$ cat src/rtl/fp32_pkg.sv
// Shared constants, FSM state type and shift-count helper for the
// FP32 to INT32 converter.
package fp32_pkg;

    localparam int          MANT_W          = 23;
    localparam logic [7:0]  EXP_BIAS        = 8'd127;
    localparam logic [7:0]  EXP_INF         = 8'd255;
    // Smallest exponent whose magnitude no longer fits in int32 (2^31).
    localparam logic [7:0]  EXP_BIG         = 8'd158;
    // Exponent at which {1, mantissa} already equals the integer value.
    localparam logic [7:0]  EXP_UNITY_SHIFT = 8'd150;
    localparam logic [31:0] INT32_MAX       = 32'h7FFF_FFFF;
    localparam logic [31:0] INT32_MIN       = 32'h8000_0000;
    // -2^31 exactly: the one big-exponent input that is representable.
    localparam logic [31:0] FP_NEG_2P31     = 32'hCF00_0000;

    typedef enum logic [1:0] {
        ST_IDLE  = 2'd0,
        ST_SHIFT = 2'd1,
        ST_OUT   = 2'd2
    } conv_state_e;

    // |exp - 150| for exponents 127..157; the difference is below 32, so the
    // low five bits carry it exactly with modular arithmetic (150 mod 32 = 22).
    function automatic logic [4:0] shift_count(input logic [7:0] exp_val);
        logic [4:0] cnt_v;
        if (exp_val >= EXP_UNITY_SHIFT) begin
            cnt_v = exp_val[4:0] - 5'd22;
        end else begin
            cnt_v = 5'd22 - exp_val[4:0];
        end
        return cnt_v;
    endfunction

endpackage

$ cat src/rtl/fp32_unpack.sv
// Combinational split of an IEEE-754 single into its fields plus the
// classifications the converter needs to pick a special-case result.
module fp32_unpack
    import fp32_pkg::*;
(
    input  logic [31:0]       fp,
    output logic              sign,
    output logic [7:0]        exp,
    output logic [MANT_W-1:0] mant,
    output logic              is_nan,
    output logic              is_inf,
    output logic              is_small,
    output logic              is_big
);

    logic mant_nz_s;

    // Field extraction and range classification.
    always_comb begin
        sign      = fp[31];
        exp       = fp[30:23];
        mant      = fp[MANT_W-1:0];
        mant_nz_s = (fp[MANT_W-1:0] != 23'd0);
        is_nan    = (fp[30:23] == EXP_INF) && mant_nz_s;
        is_inf    = (fp[30:23] == EXP_INF) && !mant_nz_s;
        is_small  = (fp[30:23] < EXP_BIAS);
        is_big    = (fp[30:23] >= EXP_BIG);
    end

endmodule

$ cat src/rtl/fp32_to_int32_converter.sv
// Iterative FP32 to INT32 conversion with truncation toward zero. Special
// inputs resolve on the accepting edge; normal inputs shift the 24-bit
// significand one position per cycle until it is aligned to the binary point.
module fp32_to_int32_converter
    import fp32_pkg::*;
(
    input  logic        clk,
    input  logic        rst_n,
    input  logic        in_valid,
    output logic        in_ready,
    input  logic [31:0] in_fp,
    output logic        out_valid,
    input  logic        out_ready,
    output logic [31:0] out_int,
    output logic        out_invalid,
    output logic        out_inexact
);

    conv_state_e       state_r;
    conv_state_e       next_state_s;

    logic              sign_s;
    logic [7:0]        exp_s;
    logic [MANT_W-1:0] mant_s;
    logic              is_nan_s;
    logic              is_inf_s;
    logic              is_small_s;
    logic              is_big_s;
    logic              special_s;
    logic              accept_s;

    logic              sign_r;
    logic              left_r;
    logic              sticky_r;
    logic [4:0]        cnt_r;
    logic [31:0]       mag_r;
    logic [31:0]       out_int_r;
    logic              out_invalid_r;
    logic              out_inexact_r;

    fp32_unpack u_unpack (
        .fp       (in_fp),
        .sign     (sign_s),
        .exp      (exp_s),
        .mant     (mant_s),
        .is_nan   (is_nan_s),
        .is_inf   (is_inf_s),
        .is_small (is_small_s),
        .is_big   (is_big_s)
    );

    assign special_s   = is_nan_s | is_inf_s | is_small_s | is_big_s;
    assign accept_s    = in_valid && (state_r == ST_IDLE);
    assign in_ready    = (state_r == ST_IDLE);
    assign out_valid   = (state_r == ST_OUT);
    assign out_int     = out_int_r;
    assign out_invalid = out_invalid_r;
    assign out_inexact = out_inexact_r;

    // State register.
    always_ff @(posedge clk or negedge rst_n) begin
        if (!rst_n) begin
            state_r <= ST_IDLE;
        end else begin
            state_r <= next_state_s;
        end
    end

    // Next-state decode: specials skip straight to OUT, OUT waits for the consumer.
    always_comb begin
        next_state_s = state_r;
        case (state_r)
            ST_IDLE: begin
                if (in_valid) begin
                    if (special_s) begin
                        next_state_s = ST_OUT;
                    end else begin
                        next_state_s = ST_SHIFT;
                    end
                end else begin
                    next_state_s = ST_IDLE;
                end
            end
            ST_SHIFT: begin
                if (cnt_r == 5'd0) begin
                    next_state_s = ST_OUT;
                end else begin
                    next_state_s = ST_SHIFT;
                end
            end
            ST_OUT: begin
                if (out_ready) begin
                    next_state_s = ST_IDLE;
                end else begin
                    next_state_s = ST_OUT;
                end
            end
            default: begin
                next_state_s = ST_IDLE;
            end
        endcase
    end

    // Operand capture, alignment shifting and result/flag registers.
    always_ff @(posedge clk or negedge rst_n) begin
        if (!rst_n) begin
            sign_r        <= 1'b0;
            left_r        <= 1'b0;
            sticky_r      <= 1'b0;
            cnt_r         <= 5'd0;
            mag_r         <= 32'd0;
            out_int_r     <= 32'd0;
            out_invalid_r <= 1'b0;
            out_inexact_r <= 1'b0;
        end else begin
            case (state_r)
                ST_IDLE: begin
                    if (accept_s) begin
                        sign_r   <= sign_s;
                        mag_r    <= {8'b0, 1'b1, mant_s};
                        sticky_r <= 1'b0;
                        left_r   <= (exp_s >= EXP_UNITY_SHIFT);
                        cnt_r    <= 5'd0;
                        if (is_nan_s || is_inf_s) begin
                            out_int_r     <= INT32_MIN;
                            out_invalid_r <= 1'b1;
                            out_inexact_r <= 1'b0;
                        end else if (is_small_s) begin
                            out_int_r     <= 32'd0;
                            out_invalid_r <= 1'b0;
                            out_inexact_r <= (in_fp[30:0] != 31'd0);
                        end else if (is_big_s) begin
                            out_inexact_r <= 1'b0;
                            if (in_fp == FP_NEG_2P31) begin
                                out_int_r     <= INT32_MIN;
                                out_invalid_r <= 1'b0;
                            end else begin
                                out_int_r     <= sign_s ? INT32_MIN : INT32_MAX;
                                out_invalid_r <= 1'b1;
                            end
                        end else begin
                            cnt_r <= shift_count(exp_s);
                        end
                    end
                end
                ST_SHIFT: begin
                    if (cnt_r != 5'd0) begin
                        cnt_r <= cnt_r - 5'd1;
                        if (left_r) begin
                            mag_r <= {mag_r[30:0], 1'b0};
                        end else begin
                            mag_r    <= {1'b0, mag_r[31:1]};
                            sticky_r <= sticky_r | mag_r[0];
                        end
                    end else begin
                        out_int_r     <= sign_r ? (32'd0 - mag_r) : mag_r;
                        out_invalid_r <= 1'b0;
                        out_inexact_r <= sticky_r;
                    end
                end
                ST_OUT: begin
                    out_int_r <= out_int_r;
                end
                default: begin
                    cnt_r <= 5'd0;
                end
            endcase
        end
    end

endmodule

$ cat config.mk
export PLATFORM = sky130hd
export DESIGN_NAME = fp32_to_int32_converter
export DESIGN_NICKNAME = d
export VERILOG_FILES = /design/src/rtl/fp32_pkg.sv /design/src/rtl/fp32_unpack.sv /design/src/rtl/fp32_to_int32_converter.sv
export SDC_FILE = /design/constraint.sdc
export NUM_CORES = 1
export LEC_CHECK = 0
export ABC_AREA = 1
export BUFFER_PORTS_ARGS = -buffer_cell sky130_fd_sc_hd__buf_2
export CAP_MARGIN = 30
export CORE_MARGIN = 2
export CORE_UTILIZATION = 58
export DETAILED_ROUTE_END_ITERATION = 8
export HOLD_SLACK_MARGIN = 0.06
export PLACE_DENSITY = 0.86
export REMOVE_ABC_BUFFERS = 1
export SETUP_SLACK_MARGIN = 0.4
export SLEW_MARGIN = 10
export SYNTH_ARGS = -nofsm -noshare
export SYNTH_HDL_FRONTEND = slang
export SYNTH_SLANG_ARGS = --single-unit
$ cat constraint.sdc
create_clock -name clk -period 2.4 [get_ports clk]
set_input_delay 0.48 -clock clk [delete_from_list [all_inputs] [get_ports clk]]
set_output_delay 0.48 -clock clk [all_outputs]
set_load 0.03 [all_outputs]
Word level (Yosys, flattened, before mapping)
Cells that the tools add are included.
{"block": "totals", "regBits": 76, "input_bits": 36, "output_inout_bits": 36, "elab_cells": 88}
{"block": "op_classes", "addsub": 4, "order_cmp": 3, "n_eq_ne": 9, "mux": 42, "n_bitwise": 5, "n_reduce_logical": 16}
{"op": "$mux 32", "count": 11}
{"op": "$pmux 32 s2", "count": 2}
{"op": "$eq 32x32->1 const B", "count": 1}
{"op": "$sub 1x32->32 const A", "count": 1}
{"op": "$reduce_bool 31->1", "count": 1}
{"op": "$mux 5", "count": 6}
{"op": "$reduce_bool 23->1", "count": 1}
{"op": "$ge 8x8->1 const B", "count": 2}
{"op": "$pmux 5 s3", "count": 1}
{"op": "$mux 1", "count": 14}
{"op": "$eq 8x8->1 const B", "count": 1}
{"op": "$lt 8x7->1 const B", "count": 1}
{"op": "$mux 2", "count": 4}
{"op": "$reduce_and 4->1", "count": 2}
{"op": "$ne 2x2->1 const B", "count": 3}
{"op": "$pmux 1 s2", "count": 3}
{"op": "$pmux 2 s3", "count": 1}
{"op": "$reduce_and 3->1", "count": 2}
{"op": "$logic_not 5->1", "count": 1}
{"op": "$reduce_bool 5->1", "count": 1}
{"op": "$sub 5x1->5 const B", "count": 1}
{"op": "$sub 5x5->5 const A", "count": 1}
{"op": "$sub 5x5->5 const B", "count": 1}
{"op": "$ne 4x1->1 const B", "count": 1}
{"op": "11 further kinds", "count": 16}

Logic depth before layout (Yosys ltp)
Gate-level depths: netlist (run 1).
{"block": "depth", "ltp_word": 9, "mapped_depth": 12, "ltp_nobuf": 12}

Hierarchy
From an unflattened synthesis (run 1), not the netlist that was laid out.
{"block": "hier_totals", "cells_unflattened": 823, "area_unflattened_um2": 5686.7}
{"module": "fp32_to_int32_converter", "instances": 1, "cells_per_inst": 755, "area_per_inst_um2": 5290.1, "seq_area_each_um2": 1901.8}
{"module": "fp32_unpack", "instances": 1, "cells_per_inst": 68, "area_per_inst_um2": 396.6, "seq_area_each_um2": 0.0}

Least setup slack after synthesis (run 1)
Ideal clock, no wire load.
{"block": "synth_path", "path_kind": "reg2reg", "from": "register cnt_r[0]", "to": "register out_int_r[9], in the netlist out_int[9]", "setup_time_ps": 126, "arrival_time_ps": 1566, "t_required_ps": 2274, "setup_slack_ps": 708, "path_stages_with_launch": 12, "n_path_buf": 1, "synth_period_minus_slack_ps": 1692, "path_cell_list": "dfrtp_1 > inv_1 > ha_1 > nor3b_2 > nand2_1 > nand2_1 > inv_1 > nor2_4 > nand2_4 > nor2_4 > buf_6 > a21oi_2"}
{"block": "synth_between", "elab_chain_cells": 3}
{"element": "from (decl)", "line": "fp32_to_int32_converter.sv:35", "source": "logic [4:0] cnt_r;"}
{"element": "from (signal assigned)", "line": "fp32_to_int32_converter.sv:142", "source": "cnt_r <= shift_count(exp_s);"}
{"element": "from (signal assigned)", "line": "fp32_to_int32_converter.sv:148", "source": "cnt_r <= cnt_r - 5'd1;"}
{"element": "$reduce_bool 5->1", "line": "fp32_to_int32_converter.sv:147", "source": "if (cnt_r != 5'd0) begin"}
{"element": "$ne 2x2->1 (no line)"}
{"element": "$reduce_and 4->1 (no line)"}
{"element": "to (signal assigned)", "line": "fp32_to_int32_converter.sv:138", "source": "out_int_r <= sign_s ? INT32_MIN : INT32_MAX;"}
{"element": "to (signal assigned)", "line": "fp32_to_int32_converter.sv:156", "source": "out_int_r <= sign_r ? (32'd0 - mag_r) : mag_r;"}
{"element": "to (signal assigned)", "line": "fp32_to_int32_converter.sv:162", "source": "out_int_r <= out_int_r;"}
{"element": "to (decl)", "line": "fp32_to_int32_converter.sv:37", "source": "logic [31:0] out_int_r;"}
Every way passes these cells.
A chain may end at the register's enable or synchronous reset.

Worst setup path after layout (run 1)
{"block": "layout_path", "from": "register cnt_r[0]", "to": "register out_int_r[8], in the netlist out_int[8]"}
The elaborated chain is that of the path after synthesis.

==> impl_metrics.csv, run 1 <==
group,metric,value,unit
placed_design,place_area,5590,µm²
cells_and_area,final_cell_area,6000,µm²
cells_and_area,drive_gt1_share,20.0,%
cells_and_area,syn2layout_area_growth,15.3,%
worst_setup_path,critical_path_class,"flop to flop",
sta,setup_tns,0,ns
cts,cts_buffers,9,
floorplan,start_util,59.7,%
cts,cts_root_buf,"clkbuf_8",
logic_synthesis,netlist.area_leader.share,36.5,%
outcome,outcome,"complete, no violations",
cts,cts.sinks,76,
cts,h-tree-depth,3,
sta,fin_crit_sh,84.7,%
worst_setup_path,critPathLaunchType,"flop",
worst_setup_path,timing.rr.end,"out_int[8]",
routing,wl,14.7,mm
sta,hold_viol_final,0,
worst_setup_path,crit_end,"out_int[8]",
sta,setup_viol,0,
sta,maxSlewHeadroom,61.4,%
power_and_ir_drop,power.total,8.47,mW
worst_setup_path,path_cells,"inv_2 > ha_4 > nor3b_4 > nand2_1 > nand2_2 > inv_2 > nor2_4 > nand2_4 > nor2_4 > buf_12 > clkbuf_16 > a21oi_2",
flow_run,cap_violations,0,
routing,drc,0,
routing,dr.pass1.iters,7,
cts,cts_tree,"built",
worst_setup_path,r2r_cells,12,
logic_synthesis,async_reset_ff_share,100,%
floorplan,ioPinCount,72,
logic_synthesis,ys_types,35,
cells_and_area,antennaDiodeCount,0,
sta,finClkSkew,0.0145,ns
routing,wl_per_cell,15.8,µm
logic_synthesis,yosysMostFrequentCell,"nand2_1",
routing,wl_met3,1.28,mm
worst_setup_path,crit_arrival,2.27,ns
logic_synthesis,synthCells,756,
worst_setup_path,critPathMaxStageDelay,0.42,ns
placed_design,io_buffers,71,
cells_and_area,final_nets,865,
sta,fmax,492,MHz
global_routing,grt_pass1_wl,23.1,mm
logic_synthesis,synth_mux_area_share,0,%
global_routing,gr-total-overflow,0,
worst_setup_path,crit_start,"cnt_r[0]",
worst_setup_path,crit_path_end_kind,"flop",
routing,top_layer,"met4",
global_routing,grt_start_max_net_pins,61,
sta,min_period,2.03,ns
cts,clockBufferDepth,2,
floorplan,die_area,9750,µm²
sta,whs,0.0846,ns
cts,clk_latency,0.36,ns
hold_path,min_path_type,"input pin to asynchronous set/reset pin",
routing,ant_nets,0,
logic_synthesis,synth_area_leaders,"dfrtp_1 37%, nand2_1 12%, o21ai_0 9.7%",
routing,drt_iter0_markers,496,
routing,route.met2.wl,6.91,mm
placed_design,gp_congestion,0.957,
logic_synthesis,synth_simple_gate_area_share,29.6,%
routing,drt-met1-wl,6.09,mm
power_and_ir_drop,p_leak,2.81,nW
cts,cts-hold-fix-buffers,0,
logic_synthesis,synth.cell_area,5200,µm²
power_and_ir_drop,p_per_area,1410,nW/µm²
power_and_ir_drop,vdd_drop_max,0.723,mV
logic_synthesis,synth_top_family_by_area,"simple AND/OR/NAND/NOR gates",
logic_synthesis,synth_warnings,0,
worst_setup_path,required,2.64,ns
worst_setup_path,r2r-start,"cnt_r[0]",
routing,via_per_inst,5.88,
routing,num_vias,5495,
logic_synthesis,synthAdderAreaFrac,1.92,%
logic_synthesis,synth_compound_area_share,21.4,%
cts,clk_pin_slew,0.09,ns
logic_synthesis,synth-edff-count,0,
worst_setup_path,reg2reg_slack,0.37,ns
logic_synthesis,synth_top_cell_by_area,"dfrtp_1",
floorplan,die_w,98.7,µm
logic_synthesis,yosys-top-cells-count,"166 x nand2_1, 101 x o21ai_0, 92 x nor2_1",
worst_setup_path,crit_family,"simple AND/OR/NAND/NOR gates",
floorplan,rows,34,
sta,slew_violations,0,
cells_and_area,fill_cells,702,
placed_design,dpl.hpwl,9.90,mm
logic_synthesis,avgSynthCellArea,6.88,µm²
floorplan,coreArea,8720,µm²
worst_setup_path,cp.depth,12,
global_routing,grt_antenna_before_repair,0,
worst_setup_path,slowest_stage,"dfrtp_1",
global_routing,grt_pass1_vias,4899,
worst_setup_path,worst-path-max-fanout,5,
logic_synthesis,ys_ff_latch,76,
sta,rsz0062_at_grt,"true",
floorplan,die-height,98.7,µm
worst_setup_path,path_buf_inv,4,
logic_synthesis,yosys.area_share.xor_xnor,0.842,%
sta,worst_pin_slew,0.579,ns
logic_synthesis,yosysSeqAreaShare,36.5,%
global_routing,track_usage,28.9,%
cells_and_area,post-route-util,68.8,%
logic_synthesis,synth-main-ff-cell,"dfrtp_1",
==> what timing repair did <==
item                                    4_1_cts  5_1_grt
hold endpoints to repair                      0        0
pin swaps                                     0       12
gates cloned                                  0        5
resized for setup                             1       23
buffers inserted                              0        5
endpoints found under the setup margin       20       44
==> state kept, by name, indices dropped and copies added, names as in the netlist <==
register,cells
sign_r,1
cnt_r,5
left_r,1
sticky_r,1
state_r,2
out_int,32
mag_r,32
out_inexact,1
out_invalid,1
==> worst min-delay path by stage <==
stage                     slack (ns)          to  cells past startpoint
after floorplan                 0.18    cnt_r[0]                      0
after global placement          0.47    cnt_r[4]                      2
after detailed placement        0.47    cnt_r[4]                      2
after CTS                       0.10  out_int[4]                      1
after global routing            0.12  out_int[4]                      1
final                           0.08  out_int[4]                      1
==> worst reg2reg max path, delay by kind of cell, from the launching register on <==
kind	cells	cell delay, ns
AO/OA/AOI/OAI	1	0.05
adder cells (fa/ha/maj)	1	0.13
buffers and inverters	4	0.47
flip-flops	1	0.42
AND/OR/NAND/NOR	6	0.85
==> cell usage in the layout, fill, tap and decap left out, types with 10 or more instances in the layout <==
master | synthesis | final
buf_2 | 6 | 70
a21oi_1 | 42 | 42
o211ai_1 | 10 | 10
nor2_1 | 92 | 89
dfrtp_1 | 76 | 76
nand2_1 | 166 | 163
a21oi_2 | 31 | 30
nand4_1 | 17 | 17
inv_1 | 79 | 76
buf_4 | 1 | 11
o21ai_0 | 101 | 101
nand3_1 | 62 | 62
==> area by class of cell <==
class / count / area [µm²] / area share, %
multi-input cells: 562 / 2860 / 47.6
flip-flops and latches: 76 / 1900 / 31.7
repair buffers: 89 / 599 / 9.99
inverters: 83 / 322 / 5.36
well taps: 108 / 135 / 2.25
clock buffers: 11 / 131 / 2.19
clock inverters: 5 / 52.6 / 0.876
==> metrics by stage <==
step	cells	setup WS, ns
final	934	0.367
after global routing	934	0.264
after CTS	924	0.411
after detailed placement	908	0.328
after global placement	908	0.391
after floorplan	720	-0.912
==> per-layer routing <==
metal,vias to the layer above,global-route usage [%]
met4,0,10.4
li1,2623,-
met1,2513,39.8
met5,-,0
met2,310,45.7
met3,49,5.89
==> logic make-up (layout without fill, tap and decap cells) <==
| group | Yosys count | after routing |
|---|---|---|
| compound gates | 192 | 192 |
| xor+xnor | 5 | 5 |
| fa+ha+maj | 8 | 8 |
| buf+inv | 119 | 188 |
| flops | 76 | 76 |
| simple gates | 356 | 357 |
==> power by group <==
| part | leakage [nW] | total, mW | internal [mW] | switching (mW) |
|---|---|---|---|---|
| Sequential | 0.929 | 2.42 | 1.88 | 0.540 |
| Combinational | 1.79 | 5.08 | 1.63 | 3.45 |
| Clock | 0.0931 | 0.975 | 0.477 | 0.498 |
Note: power is estimated with default switching activity, not from simulation.
==> run 2, diff against run 1 <==
ABC_AREA = 0   (was 1)
PLACE_DENSITY = 0.87   (was 0.86)
clock period = 1.9 ns   (was 2.4 ns; I/O delays follow)
==> run 2 against run 1 <==
  * Area after synthesis decreased by 5.0%
  * The flow now stops in 5_1_grt
  * Synthesized cell count decreased by 24%
==> impl_metrics.csv, run 2 <==
group,metric,value,unit
outcome,outcome,"stopped before the end",
outcome,haltStage,"5_1_grt",
outcome,error_line,"[ERROR DPL-0038] Utilization greater than 100%, impossible to legalize",
logic_synthesis,netlist.area_leader.share,38.5,%
floorplan,rows,33,
placed_design,gp_congestion,0.950,
floorplan,die_w,96.3,µm
logic_synthesis,synth_top_cell_by_area,"dfrtp_1",
floorplan,ioPinCount,72,
placed_design,post-place-ws,-0.459,ns
cts,cts_buffers,9,
logic_synthesis,synth.cell_area,4940,µm²
logic_synthesis,yosys.area_share.xor_xnor,3.37,%
cts,cts.sinks,76,
logic_synthesis,synthAdderAreaFrac,2.23,%
global_routing,grt_start_max_net_pins,57,
logic_synthesis,synth_area_leaders,"dfrtp_1 38%, mux2i_1 6.9%, o21ai_0 5.9%",
sta,worstEndpointGrtRepair,"out_int[25]$_DFFE_PN0P_/D",
logic_synthesis,yosys-top-cells-count,"76 x dfrtp_1, 76 x nand2_1, 58 x o21ai_0",
logic_synthesis,synth_warnings,0,
logic_synthesis,ys_types,65,
cts,h-tree-depth,3,
logic_synthesis,synth-main-ff-cell,"dfrtp_1",
logic_synthesis,synth_top_family_by_area,"compound AO/OA/AOI/OAI gates",
logic_synthesis,avgSynthCellArea,8.57,µm²
logic_synthesis,async_reset_ff_share,100,%
logic_synthesis,synth-edff-count,0,
cts,clockBufferDepth,2,
floorplan,start_util,59.9,%
logic_synthesis,synth_simple_gate_area_share,18.9,%
placed_design,dpl.hpwl,11.1,mm
logic_synthesis,yosysSeqAreaShare,38.5,%
cts,cts_root_buf,"clkbuf_8",
placed_design,io_buffers,71,
floorplan,die-height,96.3,µm
sta,worst-ep-kind,"register input",
logic_synthesis,ys_ff_latch,76,
logic_synthesis,synth_compound_area_share,23.6,%
logic_synthesis,synthCells,577,
logic_synthesis,synth_mux_area_share,7.57,%
## run 2: cell families after synthesis
family          after synthesis
compound gates              175
xor+xnor                     19
fa+ha+maj                     9
buf+inv                      70
flops                        76
mux                          37
simple gates                191
## run 2: what timing repair did
action,CTS
pin swaps,73
resized for setup,186
buffers inserted,31
hold buffers,1
endpoints found under the setup margin,77
cloned,9
hold endpoints to repair,33
## run 2: metrics by stage
| stage | hold slack (ns) | setup TNS, ns | cell area [µm²] | cells |
|---|---|---|---|---|
| 3_3_place_gp | 0.356 | -14.99 | 6230 | 824 |
| 2_1_floorplan | 0.0844 | -132.35 | 4730 | 528 |
| 3_5_place_dp | 0.365 | -17.63 | 6230 | 824 |
| 4_1_cts | 0.273 | -11.19 | 7590 | 881 |
==> run 3, diff against run 2 <==
CORE_UTILIZATION = 40   (was 58)
HOLD_SLACK_MARGIN = default   (was 0.06)
PLACE_DENSITY = default   (was 0.87)
PLACE_DENSITY_LB_ADDON = 0.15   (was default)
SETUP_SLACK_MARGIN = default   (was 0.4)
==> run 3 against run 2 <==
  * The flow now finishes, with violations (negative setup slack)
  * Area after synthesis unchanged
  * Synthesized cell count unchanged
==> impl_metrics.csv, run 3 <==
group,metric,value,unit
power_and_ir_drop,switching_power,5.20,mW
cells_and_area,final_nets,818,
outcome,violations,"negative setup slack",
floorplan,ioPinCount,72,
logic_synthesis,yosysSeqAreaShare,38.5,%
power_and_ir_drop,power_frac_seq,23.1,%
worst_setup_path,critPathMaxStageDelay,0.61,ns
power_and_ir_drop,p_per_area,1480,nW/µm²
routing,drc,0,
floorplan,die-height,115,µm
worst_setup_path,cpMostUsedCell,"or4_4",
logic_synthesis,synthCells,577,
floorplan,start_util,41.0,%
logic_synthesis,synth_warnings,0,
logic_synthesis,synth_top_cell_by_area,"dfrtp_1",
logic_synthesis,synth-main-ff-cell,"dfrtp_1",
sta,hold_viol_final,0,
global_routing,grt_antenna_before_repair,0,
cells_and_area,final_cell_mix,"117 x buf_4, 75 x dfrtp_1, 70 x buf_2",
cts,cts.sinks,76,
global_routing,grt_pass1_vias,5404,
cells_and_area,final_cells,947,
worst_setup_path,crit_path_end_kind,"flop",
floorplan,rows,40,
hold_path,min_path_type,"input pin to asynchronous set/reset pin",
placed_design,dpl.hpwl,11.1,mm
global_routing,gr-total-overflow,0,
routing,wl_per_cell,18.5,µm
global_routing,grt_pass1_wl,27.6,mm
logic_synthesis,ys_ff_latch,76,
cells_and_area,antennaDiodeCount,0,
sta,rsz0062_at_grt,"true",
worst_setup_path,crit_arrival,2.61,ns
placed_design,gp_congestion,0.830,
sta,finalWorstSetupSlack,-0.422,ns
worst_setup_path,worst-path-max-fanout,3,
cells_and_area,final_cell_area,8010,µm²
floorplan,die_w,115,µm
cts,cts_tree,"built",
worst_setup_path,critPathLaunchType,"flop",
power_and_ir_drop,p_leak,3.49,nW
sta,worst_pin_slew,0.679,ns
cells_and_area,final_common_cell,"buf_4",
floorplan,die_area,13300,µm²
cts,clockBufferDepth,2,
routing,drt_iter0_markers,435,
sta,slew_violations,0,
power_and_ir_drop,switching_share,43.7,%
cells_and_area,regArea,1900,µm²
outcome,outcome,"complete, but fails checks",
sta,setup_tns,-11.43,ns
cts,clk_pin_slew,0.06,ns
cells_and_area,fill_cells,905,
cells_and_area,multiInputGateArea,3550,µm²
logic_synthesis,avgSynthCellArea,8.57,µm²
sta,finClkSkew,0.00849,ns
worst_setup_path,path_cells,"or4_4 > or4_4 > buf_6 > o31ai_4 > mux2i_1 > o22a_1",
placed_design,io_buffers,71,
logic_synthesis,yosys-top-cells-count,"76 x dfrtp_1, 76 x nand2_1, 58 x o21ai_0",
cells_and_area,drive_gt1_share,49.7,%
global_routing,grt_start_max_net_pins,77,
cts,cts_buffers,9,
power_and_ir_drop,p_int,6.69,mW
cts,cts_root_buf,"clkbuf_16",
power_and_ir_drop,combPwrFrac,61.3,%
placed_design,dp.cells,890,
logic_synthesis,synth.cell_area,4940,µm²
worst_setup_path,slowest_stage,"or4_4",
sta,maxSlewHeadroom,54.7,%
flow_run,cap_violations,0,
routing,dr.pass1.iters,7,
logic_synthesis,synth-edff-count,0,
power_and_ir_drop,power.total,11.9,mW
global_routing,track_usage,26.8,%
routing,via_per_inst,5.73,
sta,fmax,431,MHz
routing,wl,17.5,mm
sta,fin_crit_sh,122,%
routing,num_vias,5428,
sta,setup_viol,59,
sta,min_period,2.32,ns
power_and_ir_drop,vdd_drop_max,0.682,mV
sta,whs,0.0319,ns
cells_and_area,post-route-util,66.4,%
cts,h-tree-depth,3,
logic_synthesis,async_reset_ff_share,100,%
logic_synthesis,netlist.area_leader.share,38.5,%
power_and_ir_drop,clkPwrFrac,15.6,%
placed_design,place_area,6330,µm²
placed_design,post-place-ws,-0.491,ns
worst_setup_path,required,2.19,ns
cts,clk_latency,0.35,ns
routing,ant_nets,0,
floorplan,coreArea,12100,µm²
worst_setup_path,critical_path_class,"flop to flop",
logic_synthesis,synth_area_leaders,"dfrtp_1 38%, mux2i_1 6.9%, o21ai_0 5.9%",
logic_synthesis,ys_types,65,
cells_and_area,syn2layout_area_growth,62.0,%
## run 3: worst paths after layout
path / depth (start not counted) / start / end / slack, ns
min in group clk: 3 / in_fp[31] / sign_r / 0.31
max reg2reg: 6 / mag_r[9] / out_int[21] / -0.42
min: 2 / rst_n / mag_r[26] / 0.03
min reg2reg: 1 / out_int[5] / out_int[5] / 0.51
max: 6 / mag_r[9] / out_int[21] / -0.42
max in group asynchronous: 2 / rst_n / out_int[18] / 1.49
## run 3: timing repair
item	in CTS	in global routing
cloned	9	2
buffers inserted	33	20
pin swaps	62	49
resized for setup	169	88
setup endpoints to repair	70	71
hold buffers	0	0
## run 3: kinds of logic after synthesis
group / synth area share, %
AND/OR/NAND/NOR: 18.9
multiplexers: 7.57
flip-flops: 38.5
XOR/XNOR: 3.37
buffers and inverters: 5.90
AO/OA/AOI/OAI: 23.6
adder cells (fa/ha/maj): 2.23
## run 3: final cells by class
type                            instances  area share [%]
Sequential cell                        76            23.8
Timing Repair Buffer                  235            24.3
Multi-Input combinational cell        431            44.3
Tap cell                              168            2.63
Inverter                               21           0.985
Clock inverter                          2           0.484
Clock buffer                           14            3.55
## run 3: power by group through the flow
| stage | Sequential, mW | Clock [mW] | Combinational, mW |
|---|---|---|---|
| after global placement | 2.66 | 0 | 5.27 |
| after floorplan | 3.70 | 0 | 2.02 |
| after global routing | 2.81 | 1.95 | 7.74 |
| after CTS | 2.72 | 1.89 | 6.69 |
| after detailed placement | 2.69 | 0 | 5.34 |
| final | 2.75 | 1.86 | 7.28 |
## run 3: critical path: cells and delay by family (launching register included)
kind / cells / cell delay, ns
AOI/OAI and AO/OA: 2 / 0.36
DFF: 1 / 0.38
muxes: 1 / 0.22
buffers and inverters: 1 / 0.15
and+or+nand+nor: 2 / 1.15
## run 3: layer usage
metal | global-route usage [%] | up-vias | part of all wire, %
met4 | 8.59 | 0 | 2.2
met1 | 35.9 | 2706 | 44
li1 | - | 2526 | -
met3 | 5.11 | 27 | 4.6
met5 | 0 | - | 0
met2 | 43.8 | 169 | 49
